File: src/rtl/div_unit_pkg.sv
// Shared CPU definitions for the E-stage iterative divider.
package cpu_defines;

    localparam int DIV_WIDTH = 32;
    localparam int DIV_CNT_W = 5;

    typedef enum logic [1:0] {
        IDLE = 2'd0,
        BUSY = 2'd1,
        DONE = 2'd2
    } div_state_t;

endpackage

File: src/rtl/div_unit_step.sv
// One radix-2 restoring division iteration on unsigned magnitudes.
module div_step
    import cpu_defines::*;
#(
    parameter int WIDTH = DIV_WIDTH
) (
    input  logic [WIDTH-1:0] rem,
    input  logic [WIDTH-1:0] quo,
    input  logic [WIDTH-1:0] divisor,
    output logic [WIDTH-1:0] rem_next,
    output logic [WIDTH-1:0] quo_next
);

    // One extra bit: the shifted partial remainder can reach 2*divisor-1.
    logic [WIDTH:0] rem_shift;
    logic [WIDTH:0] trial;

    assign rem_shift = {rem, quo[WIDTH-1]};
    assign trial     = rem_shift - {1'b0, divisor};

    always_comb begin
        quo_next = {quo[WIDTH-2:0], ~trial[WIDTH]};
        if (trial[WIDTH]) begin
            rem_next = rem_shift[WIDTH-1:0];
        end else begin
            rem_next = trial[WIDTH-1:0];
        end
    end

endmodule

File: src/rtl/div_unit.sv
// Iterative restoring divider for DIV/DIVU in the E stage; stalls the pipe
// while busy and holds hi/lo until the instruction advances.
//
// state | meaning
// IDLE  | waiting for a DIV/DIVU in E; operands sampled on start
// BUSY  | one quotient bit per cycle, WIDTH cycles
// DONE  | hi/lo valid, held until advance or flush
module div_unit
    import cpu_defines::*;
#(
    parameter int WIDTH = DIV_WIDTH,
    parameter int CNT_W = DIV_CNT_W
) (
    input  logic             clk,
    input  logic             resetn,
    input  logic             start,
    input  logic             signed_div,
    input  logic             flush,
    input  logic             advance,
    input  logic [WIDTH-1:0] a,
    input  logic [WIDTH-1:0] b,
    output logic             div_stall,
    output logic             result_valid,
    output logic [WIDTH-1:0] hi,
    output logic [WIDTH-1:0] lo
);

    div_state_t       state;
    logic [CNT_W-1:0] cnt;
    logic [WIDTH-1:0] rem_q;
    logic [WIDTH-1:0] quo_q;
    logic [WIDTH-1:0] divisor_q;
    logic             q_neg;
    logic             r_neg;

    logic [WIDTH-1:0] a_mag;
    logic [WIDTH-1:0] b_mag;
    logic [WIDTH-1:0] rem_next;
    logic [WIDTH-1:0] quo_next;
    logic             last_step;

    assign a_mag     = (signed_div && a[WIDTH-1]) ? -a : a;
    assign b_mag     = (signed_div && b[WIDTH-1]) ? -b : b;
    assign last_step = (cnt == CNT_W'(WIDTH-1));

    div_step #(
        .WIDTH(WIDTH)
    ) u_step (
        .rem     (rem_q),
        .quo     (quo_q),
        .divisor (divisor_q),
        .rem_next(rem_next),
        .quo_next(quo_next)
    );

    always_ff @(posedge clk or negedge resetn) begin
        if (!resetn) begin
            state     <= IDLE;
            cnt       <= '0;
            rem_q     <= '0;
            quo_q     <= '0;
            divisor_q <= '0;
            q_neg     <= 1'b0;
            r_neg     <= 1'b0;
            hi        <= '0;
            lo        <= '0;
        end else begin
            case (state)
                IDLE: begin
                    if (start && !flush) begin
                        quo_q     <= a_mag;
                        divisor_q <= b_mag;
                        q_neg     <= (a[WIDTH-1] ^ b[WIDTH-1]) & signed_div;
                        r_neg     <= a[WIDTH-1] & signed_div;
                        rem_q     <= '0;
                        cnt       <= '0;
                        state     <= BUSY;
                    end
                end
                BUSY: begin
                    if (flush) begin
                        state <= IDLE;
                    end else begin
                        rem_q <= rem_next;
                        quo_q <= quo_next;
                        cnt   <= cnt + CNT_W'(1);
                        if (last_step) begin
                            lo    <= q_neg ? -quo_next : quo_next;
                            hi    <= r_neg ? -rem_next : rem_next;
                            state <= DONE;
                        end
                    end
                end
                DONE: begin
                    // Stays put while other stall sources hold the pipe.
                    if (advance || flush) begin
                        state <= IDLE;
                    end
                end
                default: state <= IDLE;
            endcase
        end
    end

    assign result_valid = (state == DONE);

    // Gated by resetn so the stall drops immediately during an async reset.
    assign div_stall = resetn &
                       (((state == IDLE) && start && !flush) ||
                        ((state == BUSY) && !flush));

endmodule

File: config.mk
export PLATFORM = sky130hd
export DESIGN_NAME = div_unit
export DESIGN_NICKNAME = d
export VERILOG_FILES = /design/src/rtl/div_unit_pkg.sv /design/src/rtl/div_unit_step.sv /design/src/rtl/div_unit.sv
export SDC_FILE = /design/constraint.sdc
export NUM_CORES = 1
export LEC_CHECK = 0
export CELL_PAD_IN_SITES_DETAIL_PLACEMENT = 0
export CELL_PAD_IN_SITES_GLOBAL_PLACEMENT = 1
export CORE_UTILIZATION = 39
export CTS_CLUSTER_SIZE = 14
export DETAILED_ROUTE_END_ITERATION = 12
export PLACE_DENSITY = 0.83
export SLEW_MARGIN = 15
export SYNTH_ARGS = -nofsm -noshare
export SYNTH_HDL_FRONTEND = slang
export SYNTH_SLANG_ARGS = --single-unit
export TNS_END_PERCENT = 50
File: constraint.sdc
create_clock -name clk -period 5.05 [get_ports clk]
set_input_delay 1.01 -clock clk [delete_from_list [all_inputs] [get_ports clk]]
set_output_delay 1.01 -clock clk [all_outputs]
set_load 0.05 [all_outputs]
==> results.cfg, run 1 <==
[outcome]
outcome = complete, no violations

[timing]
fin_crit_sh = 0.938
max-slew-margin-rel = 0.317
fin_ws_ns = 0.315
fin_crit_ns = 4.73
whs_ns = 0.463
final_max_slew_viol_count = 0
hold_viol_final = 0
worst_pin_slew_ns = 1.02
fin_skew_ns = 0.00985
finalSetupViolations = 0
max_freq_mhz = 211

[cts]
cts-root-buf = clkbuf_16
clkTransAtPathRegs_ns = 0.08
cts_setup_buffers = 0
cts.sinks = 169
clockBufferDepth = 2
cts-hold-fix-buffers = 0
cts_buffers = 17
clk_latency_ns = 0.45
cts_tree = done
h-tree-depth = 4

[pwr]
ir_drop_uv = 385
powerDensity_nw_per_um2 = 594
switching_share = 0.501
pwr-share-seq = 0.236
netSwitchingPower_uw = 4170
power_leakage_uw = 0.00592
combPwrFrac = 0.602
total_power_uw = 8320
p_clk_frac = 0.162
p_int_uw = 4150

[global_routing]
met2_usage = 0.320
gr-total-overflow = 0
grt_pass1_vias = 9926
grt_max_degree = 134
antenna_found_initial = 0
met3_usage = 0.0403
grt_most_used_layer = met1
grt_util_all_layers = 0.225
grt_pass1_wl_mm = 54.6
met1_usage = 0.346

[setup_path]
cpPeakStageDelay_ns = 0.42
crit_chain = inv_1 > ha_1 > fa_1 > nor2b_4 > o31a_2 > o211a_1 > o311a_1 > nor3_4 > nor2_4 > inv_4 > nor2_1 > a21oi_1 > ha_1 > inv_1 > or3_4 > o41ai_4 > nand3_2 > o41ai_2 > xor2_1 > o21ai_1
worst-path-stages = 20
critical_path_class = reg2reg
crit_arrival_ns = 5.03
crit_family = compound AO/OA/AOI/OAI gates
crit_buf_inv = 3
rrSetupSlack_ns = 0.32
crit_slowest_cell = or3_4
crit_fanout = 18
worstReg2RegStart = quo_q[31]$_DFFE_PN0P_
crit_start = quo_q[31]$_DFFE_PN0P_
endpoint_kind = flop
rr_worst_depth = 20
cp-start-kind = flop
cp-endpoint = hi[30]$_DFFE_PN0P_
required_ns = 5.35
r2r-end = hi[30]$_DFFE_PN0P_

[layout]
multi_input_area_um2 = 6980
final_cell_mix = nand2_1 (231), o21ai_0 (224), dfrtp_1 (169)
layout_commonest_cell = nand2_1
n_antenna_cell = 0
drive_gt1_frac = 0.0549
register_area_um2 = 4230
layout.nets = 1644
area_growth_pct = 19.4
fillers = 2988

[floorplan]
coreArea_um2 = 29600
rows = 63
die_h_um = 175
die-area_um2 = 30800
die_x_um = 175
pin_count = 136
start_util = 0.396

[job]
drv_cap = 0

[placement]
gp_congestion = 0.905
place_ws_ns = 0.218
place.detailed.hpwl_mm = 25.9
io_buffers = 135

[route]
viasPerCell = 5.47
routed_wl_mm = 33.5
drtIter0Drc = 896
vias = 10597
ant_nets = 0
dr.pass1.iters = 5
wire_per_inst_um = 17.3
drc = 0

[yosys]
synth_seq_cells = 169
mappedNetlistArea_um2 = 11700
synthTopCellsByArea = dfrtp_1 (36%), o21ai_0 (9.6%), nand2_1 (7.4%)
syn-num-nets = 1544
yosys.area.top_type = dfrtp_1
ys_types = 86
synth_edf_count = 0
ys_warn_count = 0
syn-mean-instance-area_um2 = 8.18
ys_seq_area_frac = 0.360
yosys.area.top_type_share = 0.360
syn_inst = 1435
ys.flop_type = dfrtp_1
synthArstFlopShare = 1.00

[min_path]
hold_class = in2async
## synthesized netlist by cell type (4+ instances only)
library cell  instances
xor2_1               80
mux2_2                5
o21a_1                4
nor2b_1               6
or3_1                16
a21oi_1              95
nor4_1               17
xnor2_1              60
ha_1                 38
buf_1                 4
clkbuf_1             56
nand2b_1             10
and3_1                7
a211oi_1              4
o21ai_0             224
nor2_1               97
and2_1                8
a22o_1                6
nand2_1             231
inv_1                48
o2111ai_1             5
and4_1                4
o31ai_1              33
clkbuf_8              4
or4_1                11
nand3_1              24
a31oi_1              10
nor3_1               24
dfrtp_1             169
nand4_1              11
a21o_1               12
o41ai_1              15
mux2i_1              19
## what timing repair did
action,4_1_cts,5_1_grt
endpoints found under the hold margin,0,0
setup endpoints to repair,0,11
gates resized for setup,0,3
## flip-flops by register name, summed over array words and instances, names as in the netlist
name	cells
cnt	5
divisor_q	32
hi	32
lo	32
q_neg	1
quo_q	32
r_neg	1
rem_q	32
state	2
## per-stage QoR
| stage | setup TNS, ns | area [um^2] | utilization | std cells |
|---|---|---|---|---|
| finish | 0 | 14000 | 0.473 | 1938 |
| global route | -0.0280 | 14000 | 0.473 | 1938 |
| CTS | 0 | 14000 | 0.472 | 1938 |
| detailed placement | 0 | 13400 | 0.452 | 1906 |
| global placement | 0 | 13400 | 0.452 | 1906 |
| floorplan | 0 | 11700 | - | 1435 |
## per-layer routing
layer | part of all wire | up-vias
met5 | 0 | -
met4 | 0.014 | 0
met3 | 0.061 | 31
met2 | 0.41 | 309
met1 | 0.51 | 4951
li1 | - | 5306
## how the worst min path moves through the flow
stage | cells after the start | to | slack, ns | startpoint
2_1_floorplan | 2 | cnt[4]$_DFFE_PN0P_ | 0.45 | cnt[4]$_DFFE_PN0P_
3_3_place_gp | 2 | cnt[4]$_DFFE_PN0P_ | 0.46 | cnt[4]$_DFFE_PN0P_
3_5_place_dp | 2 | hi[4]$_DFFE_PN0P_ | 0.47 | hi[4]$_DFFE_PN0P_
4_1_cts | 1 | rem_q[18]$_DFFE_PN0P_ | 0.47 | resetn
5_1_grt | 1 | rem_q[15]$_DFFE_PN0P_ | 0.48 | resetn
6_report | 1 | rem_q[15]$_DFFE_PN0P_ | 0.46 | resetn
## final cells by class
class,instances,area share
clock buffers,18,0.0313
flip-flops and latches,169,0.302
clock inverters,14,0.0122
well taps,390,0.0348
multi-input cells,1144,0.498
repair buffers,154,0.109
inverters,49,0.0133
## power by group through the flow
stage	sequential (uW)	clock (uW)	combinational, uW
after floorplan	1820	0	3650
after global placement	1960	0	4880
after detailed placement	1970	0	4870
after CTS	1940	1390	4900
after global routing	1990	1440	5500
final	1960	1350	5010
## cell families after synthesis
kind of cell | Yosys count | synth area share
flops | 169 | 0.360
compound gates | 454 | 0.232
buf+inv | 122 | 0.0480
simple gates | 487 | 0.192
fa+ha+maj | 39 | 0.0422
mux | 24 | 0.0210
xor+xnor | 140 | 0.104
Note: power is estimated with default switching activity, not from simulation.
==> run 2, diff against run 1 <==
--- a/config.mk
+++ b/config.mk
@@ -7,6 +7,7 @@
 export LEC_CHECK = 0
 export CELL_PAD_IN_SITES_DETAIL_PLACEMENT = 0
 export CELL_PAD_IN_SITES_GLOBAL_PLACEMENT = 1
+export CORE_MARGIN = 3
 export CORE_UTILIZATION = 39
 export CTS_CLUSTER_SIZE = 14
 export DETAILED_ROUTE_END_ITERATION = 12
==> results.cfg, run 2 (same netlist as run 1, synthesis figures left out) <==
[setup_path]
required_ns = 5.36
crit_slowest_cell = or3_4
cpPeakStageDelay_ns = 0.42
rr_worst_depth = 20
endpoint_kind = flop
crit_family = compound AO/OA/AOI/OAI gates
cp-endpoint = hi[30]$_DFFE_PN0P_
worst-path-stages = 20
crit_chain = inv_1 > ha_1 > fa_1 > nor2b_4 > o31a_2 > o211a_1 > o311a_1 > nor3_4 > nor2_4 > inv_4 > nor2_1 > a21oi_1 > ha_1 > inv_1 > or3_4 > o41ai_4 > nand3_2 > o41ai_2 > xor2_1 > o21ai_1
crit_start = quo_q[31]$_DFFE_PN0P_
worstReg2RegStart = quo_q[31]$_DFFE_PN0P_
crit_fanout = 17
cp-start-kind = flop
rrSetupSlack_ns = 0.35
crit_arrival_ns = 5.01
crit_buf_inv = 3
critical_path_class = reg2reg
r2r-end = hi[30]$_DFFE_PN0P_

[route]
dr.pass1.iters = 5
routed_wl_mm = 33.7
drtIter0Drc = 829
ant_nets = 0
drc = 0
wire_per_inst_um = 17.4
vias = 10690
viasPerCell = 5.53

[layout]
layout_commonest_cell = nand2_1
final_cell_mix = nand2_1 (231), o21ai_0 (224), dfrtp_1 (169)
stdcell_count = 1934
n_antenna_cell = 0
fillers = 2899
final_area_um2 = 14000
area_growth_pct = 19.1
drive_gt1_frac = 0.0561
layout.nets = 1647

[floorplan]
start_util = 0.402
die_x_um = 179
die-area_um2 = 32200
die_h_um = 179
coreArea_um2 = 29200
rows = 62
pin_count = 136

[timing]
fin_crit_ns = 4.70
finalSetupViolations = 0
rsz0062_at_grt = no
fin_crit_sh = 0.931
worst_pin_slew_ns = 0.863
whs_ns = 0.479
fin_skew_ns = 0.0112
max_freq_mhz = 213
hold_viol_final = 0
max-slew-margin-rel = 0.425
setup_tns_ns = 0
final_max_slew_viol_count = 0

[min_path]
hold_class = reg2reg
hp-start = lo[13]$_DFFE_PN0P_

[pwr]
netSwitchingPower_uw = 4180
powerDensity_nw_per_um2 = 594
combPwrFrac = 0.605
p_int_uw = 4120
ir_drop_uv = 331
power_leakage_uw = 0.00592
pwr-share-seq = 0.237
p_clk_frac = 0.158
total_power_uw = 8300
switching_share = 0.504

[cts]
clockBufferDepth = 2
cts.sinks = 169
h-tree-depth = 4
cts_buffers = 17
cts_tree = done
clk_latency_ns = 0.45
cts_setup_buffers = 0
cts-root-buf = clkbuf_16
clkTransAtPathRegs_ns = 0.07

[outcome]
outcome = complete, no violations

[global_routing]
gr-total-overflow = 0
grt_util_all_layers = 0.206
grt_pass1_vias = 9833
grt_pass1_wl_mm = 54.6
antenna_found_initial = 0
grt_max_degree = 97

[placement]
io_buffers = 135
place.detailed.hpwl_mm = 26.1
post_dp_cell_area_um2 = 13400
placed_cells = 1903
gp_congestion = 0.915

[job]
drv_cap = 0
run 2: final cells by class:
class                   instances  area [um^2]  share of cell area
multi-input cells            1144         6980               0.499
inverters                      49          186              0.0133
well taps                     384          480              0.0344
clock inverters                14          151              0.0108
flip-flops and latches        169         4230               0.302
repair buffers                157         1530               0.109
clock buffers                  17          425              0.0304
run 2: repair_timing:
item,CTS,global route
resized for setup,0,2
endpoints found under the setup margin,0,1
hold buffers,0,0
run 2: stage by stage:
step / utilization / worst slack (ns)
floorplan: - / 0.175
global placement: 0.459 / 0.420
detailed placement: 0.459 / 0.329
CTS: 0.479 / 0.303
global route: 0.479 / 0.0485
finish: 0.479 / 0.351
run 2: tightest hold or removal path: stages, from the launching register on:
cell	delay [ns]
dfrtp_1	0.34
nand2_1	0.04
o21ai_0	0.06
run 2: metal layers:
layer / part of all wire / vias to the layer above / GRT usage
met3: 0.063 / 34 / 0.0319
met2: 0.40 / 325 / 0.286
met5: 0 / - / 0
met4: 0.014 / 0 / 0.0473
met1: 0.52 / 5014 / 0.333
li1: - / 5317 / -
run 2: worst min path at each step:
| stage | depth (start not counted) | endpoint | slack, ns |
|---|---|---|---|
| finish | 2 | lo[13]$_DFFE_PN0P_ | 0.48 |
| global route | 2 | lo[8]$_DFFE_PN0P_ | 0.50 |
| CTS | 2 | lo[13]$_DFFE_PN0P_ | 0.49 |
| detailed placement | 2 | lo[13]$_DFFE_PN0P_ | 0.47 |
| global placement | 2 | cnt[4]$_DFFE_PN0P_ | 0.46 |
| floorplan | 2 | cnt[4]$_DFFE_PN0P_ | 0.45 |
run 2: power by group through the flow:
stage	combinational [uW]	clock, uW	sequential [uW]
after floorplan	3650	0	1820
after global placement	4900	0	1960
after detailed placement	4900	0	1970
after CTS	4920	1340	1950
after global routing	5510	1400	2010
final	5030	1310	1970
